## src/rtl/uart_periph.sv

```systemverilog
// uart_periph: byte-wide UART peripheral for the Z80 I/O bank 0x00.
//
// CPU writes to the data register (addr_i=0) are serialised as 8N1 frames
// on tx_o. Frames arriving on rx_i are assembled into bytes that the CPU
// reads back from the same register. addr_i=1 reads the status byte:
//   bit0 rx_avail, bit1 tx_ready, bit2 tx_busy, bit3 overrun, bit4 frame_err
//
// Ports:
//   clk_i    system clock, all flops on its rising edge
//   rst_n_i  asynchronous active-low reset
//   cs_i     chip select from the address decoder (active-high)
//   wr_n     CPU write strobe (active-low)
//   rd_n     CPU read strobe (active-low)
//   addr_i   register select: 0 = data, 1 = status
//   data_i   CPU write data
//   data_o   CPU read data (combinational, 0x00 outside a read access)
//   tx_o     serial transmit line, idles high
//   rx_i     serial receive line, asynchronous to clk_i
//
// Build option: define UART_RX_FIFO_EN for an 8-entry RX FIFO; otherwise
// the RX side stores a single byte.
module uart_periph #(
  parameter int CLK_HZ = 27000000,
  parameter int BAUD   = 115200
) (
  input  logic       clk_i,
  input  logic       rst_n_i,
  input  logic       cs_i,
  input  logic       wr_n,
  input  logic       rd_n,
  input  logic       addr_i,
  input  logic [7:0] data_i,
  output logic [7:0] data_o,
  output logic       tx_o,
  input  logic       rx_i
);

  localparam int          DIV       = CLK_HZ / BAUD;
  localparam logic [15:0] DIV_LAST  = 16'(DIV - 1);
  localparam logic [15:0] HALF_LAST = 16'(DIV / 2 - 1);

  localparam logic [1:0] S_IDLE  = 2'd0;
  localparam logic [1:0] S_START = 2'd1;
  localparam logic [1:0] S_DATA  = 2'd2;
  localparam logic [1:0] S_STOP  = 2'd3;

  // CPU bus strobes
  logic wr_acc, wr_acc_q, wr_edge;
  logic rd_acc, rd_acc_q, rd_addr_q, rd_end;

  assign wr_acc  = cs_i & ~wr_n;
  assign wr_edge = wr_acc & ~wr_acc_q;
  assign rd_acc  = cs_i & ~rd_n;
  // Side effects of a read happen once the access has finished, using the
  // register address latched while the access was live.
  assign rd_end  = rd_acc_q & ~rd_acc;

  always_ff @(posedge clk_i or negedge rst_n_i) begin
    if (!rst_n_i) begin
      wr_acc_q  <= 1'b0;
      rd_acc_q  <= 1'b0;
      rd_addr_q <= 1'b0;
    end else begin
      wr_acc_q <= wr_acc;
      rd_acc_q <= rd_acc;
      if (rd_acc) rd_addr_q <= addr_i;
    end
  end

  // Transmit path
  logic [7:0]  hold;
  logic        hold_full;
  logic [1:0]  tx_state;
  logic [15:0] tx_cnt;
  logic [2:0]  tx_bit;
  logic [7:0]  tx_shift;
  logic        tx_cnt_done, tx_take, tx_busy;

  assign tx_cnt_done = (tx_cnt == DIV_LAST);
  // The shifter takes a waiting byte when idle, or on the last stop-bit
  // clock so that consecutive frames follow with no idle gap.
  assign tx_take = hold_full &
                   ((tx_state == S_IDLE) | ((tx_state == S_STOP) & tx_cnt_done));
  assign tx_busy = (tx_state != S_IDLE);

  always_ff @(posedge clk_i or negedge rst_n_i) begin
    if (!rst_n_i) begin
      hold      <= 8'h00;
      hold_full <= 1'b0;
    end else if (tx_take) begin
      hold_full <= 1'b0;
    end else if (wr_edge & ~addr_i & ~hold_full) begin
      hold      <= data_i;
      hold_full <= 1'b1;
    end
  end

  always_ff @(posedge clk_i or negedge rst_n_i) begin
    if (!rst_n_i) begin
      tx_state <= S_IDLE;
      tx_cnt   <= 16'd0;
      tx_bit   <= 3'd0;
      tx_shift <= 8'h00;
      tx_o     <= 1'b1;
    end else begin
      case (tx_state)
        S_IDLE: begin
          if (tx_take) begin
            tx_shift <= hold;
            tx_cnt   <= 16'd0;
            tx_state <= S_START;
            tx_o     <= 1'b0;
          end
        end
        S_START: begin
          if (tx_cnt_done) begin
            tx_cnt   <= 16'd0;
            tx_bit   <= 3'd0;
            tx_state <= S_DATA;
            tx_o     <= tx_shift[0];
          end else begin
            tx_cnt <= tx_cnt + 16'd1;
          end
        end
        S_DATA: begin
          if (tx_cnt_done) begin
            tx_cnt <= 16'd0;
            if (tx_bit == 3'd7) begin
              tx_state <= S_STOP;
              tx_o     <= 1'b1;
            end else begin
              tx_bit   <= tx_bit + 3'd1;
              tx_shift <= {1'b0, tx_shift[7:1]};
              tx_o     <= tx_shift[1];
            end
          end else begin
            tx_cnt <= tx_cnt + 16'd1;
          end
        end
        default: begin
          if (tx_cnt_done) begin
            tx_cnt <= 16'd0;
            if (tx_take) begin
              tx_shift <= hold;
              tx_state <= S_START;
              tx_o     <= 1'b0;
            end else begin
              tx_state <= S_IDLE;
            end
          end else begin
            tx_cnt <= tx_cnt + 16'd1;
          end
        end
      endcase
    end
  end

  // Receive path
  logic        rx_s1, rx_s2, rx_prev;
  logic [1:0]  rx_state;
  logic [15:0] rx_cnt;
  logic [2:0]  rx_bit;
  logic [7:0]  rx_shift;
  logic        rx_cnt_done, rx_stop_hit;

  assign rx_cnt_done = (rx_cnt == DIV_LAST);
  // Single-cycle pulse at the mid-point of the stop bit.
  assign rx_stop_hit = (rx_state == S_STOP) & rx_cnt_done;

  always_ff @(posedge clk_i or negedge rst_n_i) begin
    if (!rst_n_i) begin
      rx_s1    <= 1'b1;
      rx_s2    <= 1'b1;
      rx_prev  <= 1'b1;
      rx_state <= S_IDLE;
      rx_cnt   <= 16'd0;
      rx_bit   <= 3'd0;
      rx_shift <= 8'h00;
    end else begin
      rx_s1   <= rx_i;
      rx_s2   <= rx_s1;
      rx_prev <= rx_s2;
      case (rx_state)
        S_IDLE: begin
          if (rx_prev & ~rx_s2) begin
            rx_cnt   <= 16'd0;
            rx_state <= S_START;
          end
        end
        S_START: begin
          // Half a bit in: still low means a real start bit, and every later
          // sample lands mid-bit.
          if (rx_cnt == HALF_LAST) begin
            rx_cnt   <= 16'd0;
            rx_bit   <= 3'd0;
            rx_state <= rx_s2 ? S_IDLE : S_DATA;
          end else begin
            rx_cnt <= rx_cnt + 16'd1;
          end
        end
        S_DATA: begin
          if (rx_cnt_done) begin
            rx_cnt   <= 16'd0;
            rx_shift <= {rx_s2, rx_shift[7:1]};
            if (rx_bit == 3'd7) rx_state <= S_STOP;
            else                rx_bit   <= rx_bit + 3'd1;
          end else begin
            rx_cnt <= rx_cnt + 16'd1;
          end
        end
        default: begin
          if (rx_cnt_done) begin
            rx_cnt   <= 16'd0;
            rx_state <= S_IDLE;
          end else begin
            rx_cnt <= rx_cnt + 16'd1;
          end
        end
      endcase
    end
  end

  // RX storage
  logic       rx_avail, rx_full, rx_store, rx_pop;
  logic [7:0] rx_head;

  assign rx_store = rx_stop_hit & ~rx_full;
  assign rx_pop   = rd_end & ~rd_addr_q & rx_avail;

`ifdef UART_RX_FIFO_EN
  logic [7:0] rx_mem [0:7];
  logic [2:0] rx_wptr, rx_rptr;
  logic [3:0] rx_count;

  assign rx_avail = (rx_count != 4'd0);
  assign rx_full  = (rx_count == 4'd8);
  assign rx_head  = rx_mem[rx_rptr];

  always_ff @(posedge clk_i or negedge rst_n_i) begin
    if (!rst_n_i) begin
      rx_wptr  <= 3'd0;
      rx_rptr  <= 3'd0;
      rx_count <= 4'd0;
    end else begin
      if (rx_store) rx_wptr <= rx_wptr + 3'd1;
      if (rx_pop)   rx_rptr <= rx_rptr + 3'd1;
      case ({rx_store, rx_pop})
        2'b10:   rx_count <= rx_count + 4'd1;
        2'b01:   rx_count <= rx_count - 4'd1;
        default: rx_count <= rx_count;
      endcase
    end
  end

  always_ff @(posedge clk_i) begin
    if (rx_store) rx_mem[rx_wptr] <= rx_shift;
  end
`else
  logic [7:0] rx_data;
  logic       rx_valid;

  assign rx_avail = rx_valid;
  assign rx_full  = rx_valid;
  assign rx_head  = rx_data;

  always_ff @(posedge clk_i or negedge rst_n_i) begin
    if (!rst_n_i) begin
      rx_data  <= 8'h00;
      rx_valid <= 1'b0;
    end else if (rx_store) begin
      rx_data  <= rx_shift;
      rx_valid <= 1'b1;
    end else if (rx_pop) begin
      rx_valid <= 1'b0;
    end
  end
`endif

  // Error flags: a status read clears them, but a flag raised in the clearing
  // cycle wins.
  logic overrun, frame_err, flag_clr;

  assign flag_clr = rd_end & rd_addr_q;

  always_ff @(posedge clk_i or negedge rst_n_i) begin
    if (!rst_n_i) begin
      overrun   <= 1'b0;
      frame_err <= 1'b0;
    end else begin
      overrun   <= (overrun & ~flag_clr) | (rx_stop_hit & rx_full);
      frame_err <= (frame_err & ~flag_clr) | (rx_stop_hit & ~rx_s2);
    end
  end

  // CPU read mux
  logic [7:0] status;

  assign status = {3'b000, frame_err, overrun, tx_busy, ~hold_full, rx_avail};

  always_comb begin
    data_o = 8'h00;
    if (rd_acc) begin
      if (addr_i)        data_o = status;
      else if (rx_avail) data_o = rx_head;
    end
  end

endmodule

```

## config.mk

```make
export PLATFORM = sky130hd
export DESIGN_NAME = uart_periph
export DESIGN_NICKNAME = d
export VERILOG_FILES = /design/src/rtl/uart_periph.sv
export SDC_FILE = /design/constraint.sdc
export NUM_CORES = 1
export LEC_CHECK = 0
export BUFFER_PORTS_ARGS = -buffer_cell sky130_fd_sc_hd__buf_2
export CAP_MARGIN = 30
export CORE_AREA = 3 3 93 95
export CTS_CLUSTER_SIZE = 10
export DETAILED_ROUTE_END_ITERATION = 10
export DIE_AREA = 0 0 96 98
export GPL_ROUTABILITY_DRIVEN = 0
export PLACE_DENSITY = 0.83
export SLEW_MARGIN = 20
export SYNTH_ARGS = -nofsm -noshare
export SYNTH_HDL_FRONTEND = slang
export SYNTH_SLANG_ARGS = --single-unit
export TNS_END_PERCENT = 30
```

## constraint.sdc

```tcl
create_clock -name clk_i -period 2.5 [get_ports clk_i]
set_input_delay 0 -clock clk_i [delete_from_list [all_inputs] [get_ports clk_i]]
set_output_delay 0 -clock clk_i [all_outputs]
set_load 0.02 [all_outputs]
```

==> results.md <==
- Status: finished clean
- Worst r2r path cells: 7
- DR DRC count: 0
- Antenna-violating nets left: 0
- Vias per inst: just under 6
- Max Cap Viol: 0
- Sequential area share after synthesis: 0.4997
- Number of synthesized flops with an enable pin: 0
- Overall Global Routing Usage: 0.1971
- Most common cell after layout, fill and taps aside: dfrtp_1
- Ys async rst share: 1.000
- I/O Pins: 24
- R2r setup slk: 80 ps
- Via count: around 3,200
- Initial DRC count: approximately 170
- CTS clock-pin slew for the worst setup and hold paths: 90 ps
- Worst Tran Pin Value: 607.8 ps
- Critical path launch point type: register
- Clock period minus worst slack: 2424 ps
- Yosys Warn Count: 0
- Max-slew violation count: 0
- Post-Syn Instances: ~410
- Layout cells sized above 1: 0.2288
- Final wirelength: roughly 8.5 mm
- First-pass GRT wire length: ~15 mm
- Synth cell types: 48
- Commonest cells after routing, fill and taps aside: 81 x dfrtp_1, 38 x nand2_1, 38 x o21ai_0, 33 x mux2_2, 26 x nor2_1
- Row count: 32
- Setup TNS: 0 ps
- Setup Skew: about 12 ps
- Hold Path Cell Cnt: 3
- H-tree levels: 3
- Initial antenna violation count: 0
- Clock sink total: 85
- Worst-Skew Late Latency: between 300 and 400 ps
- Critical Setup Path Class: register to register
- Total gr overflow: 0
- Buf+Inv Stages, Crit Path: 1
- Post-detail-place hpwl: 5.934 mm
- Wire length per cell: 15.18 um
- Synth-to-layout area growth: 15.28%
- F_max: slightly above 400 MHz
- # diodes: 0
- Data arrival, critical path: roughly 2700 ps
- Pwr/cell area: between 800 and 900 nW/um2
- IO Port Bufs: 23
- DP Cell Count: around 530
- Die height: 98 um
- Area of the core: 7807 um2
- CP Capture Type: register
- Post-Syn Area: approximately 4300 um2
- Top delay family on crit path: simple AND/OR/NAND/NOR gates
- Crit path depth: 7
- CTS tree: yes
- Syn_nets: between 400 and 500
- Final Hold Vio Count: 0
- Main synth FF type: dfrtp_1
- Final setup viols: 0
- Min-Delay Path Class: primary input to register
- Pin count of the biggest net entering global routing: between 40 and 50
- Leak: 2.355 nW
- Slew HR: 0.5933
- CP required: 2740 ps
- Synthesized area per cell: 10.46 um2
- CP max stage cell: or4b_4
- Flops & latches, synth: between 80 and 90
- Layout Nets: 482
- Inserted Clock Buffers: 9
- Vias in the first global route: roughly 3,200
- CP Cell Sequence: inv_1 -> ha_1 -> or4b_4 -> nor4_4 -> nand3_1 -> a211o_4 -> mux2_4
- Tcrit/Tclk final: 0.9697
- Crit-path max cell delay: 480 ps
- Max clock buf depth: 2
- Unrepaired setup endpoints after global routing: false
- Post-CTS Setup Inserts: 0
- Die Area: approximately 9400 um2
- Initial Utilization: 0.5465
- Non-Filler Instances: about 560
- Chip Width: 96 um
- VDD IR max: roughly 480 uV
- Clk root buf: clkbuf_8
- Final Core Density: 0.6300
- Crit-path max FO: 8
- DRT Pass-1 Iters: 4
## worst reg2reg max path, cell delays in order (launching register included)
cell and delay (ps):
dfrtp_1 380, inv_1 80, ha_1 130, or4b_4 480, nor4_4 340, nand3_1 150, a211o_4 430, mux2_4 320
## sequential cells by signal, summed over array words and instances (netlist names), 2 cells and up
register / cells
rx_shift: 8
rx_state: 2
tx_state: 2
tx_cnt: 16
rx_cnt: 16
rx_bit: 3
hold: 8
rx_data: 8
tx_bit: 3
tx_shift: 8
## cell families (layout without fill, tap and decap cells)
| family | count (synthesis) | in the layout | share of synthesized area |
|---|---|---|---|
| simple gates | 147 | 147 | 0.1850 |
| compound gates | 87 | 87 | 0.1249 |
| flops | 85 | 85 | 0.4997 |
| mux | 41 | 41 | 0.1141 |
| buf+inv | 31 | 82 | 0.02991 |
| fa+ha+maj | 13 | 13 | 0.03812 |
| xor+xnor | 4 | 4 | 0.008210 |
## cells in the mapped netlist, types with 9 or more instances
| library cell | count | area (um2) |
|---|---|---|
| nand2_1 | 38 | 142.6 |
| ha_1 | 13 | 162.7 |
| mux2_2 | 33 | 371.6 |
| dfrtp_1 | 81 | 2027 |
| a21oi_1 | 11 | 55.05 |
| clkbuf_1 | 14 | 52.55 |
| nor2_1 | 26 | 97.59 |
| and3_1 | 12 | 75.07 |
| nand4_1 | 13 | 81.33 |
| nand3_1 | 14 | 70.07 |
| inv_1 | 15 | 56.30 |
| a31oi_1 | 9 | 56.30 |
| o21ai_0 | 38 | 190.2 |
## repair_timing
| action | in CTS | in global routing |
|---|---|---|
| hold buffers | 13 | 0 |
| hold endpoints to repair | 52 | 0 |
| endpoints found under the setup margin | 0 | 7 |
| resized for setup | 0 | 2 |
## worst paths after layout
kind                                       startpoint                      end
worst max-delay path            tx_cnt[1]$_DFFE_PN0P_  tx_shift[0]$_DFFE_PN0P_
worst min-delay path                             cs_i       rd_acc_q$_DFF_PN0_
worst max register to register  tx_cnt[1]$_DFFE_PN0P_  tx_shift[0]$_DFFE_PN0P_
worst min register to register        rx_s1$_DFF_PN1_          rx_s2$_DFF_PN1_
max in group asynchronous                     rst_n_i          rx_s1$_DFF_PN1_
min in group asynchronous                     rst_n_i  tx_shift[0]$_DFFE_PN0P_
## routing by layer
metal,part of all wire,vias up,global-route usage
met3,0.030,6,0.04931
met2,0.52,59,0.3245
met4,0.0085,0,0.03829
met1,0.44,1599,0.2646
li1,-,1571,-
met5,0,-,0
## cell type report
class	count	area (um2)
flip-flops and latches	85	2132
clock buffers	10	137.6
fillers	598	2889
clock inverters	6	68.82
multi-input cells	292	2023
well taps	102	127.6
inverters	15	56.30
repair buffers	51	372.9
## through the flow
stage | area [um2] | power [mW] | setup WS, ps | hold WS, ps
2_1_floorplan | 4267 | 2.739 | 46.01 | -295.6
6_report | 4918 | 4.132 | 75.85 | 98.24
5_1_grt | 4918 | 4.405 | 3.345 | 145.6
4_1_cts | 4910 | 4.134 | 13.67 | 74.43
3_3_place_gp | 4553 | 3.015 | 65.30 | 104.2
3_5_place_dp | 4573 | 3.107 | 34.83 | 18.62
## where the power goes
part / leakage, nW / switching, mW / internal [mW]
combinational: 1.14 / 0.657 / 0.627
sequential: 1.11 / 0.226 / 1.61
clock: 0.103 / 0.514 / 0.496
total: 2.35 / 1.40 / 2.74
(Power assumes the default switching activity.)
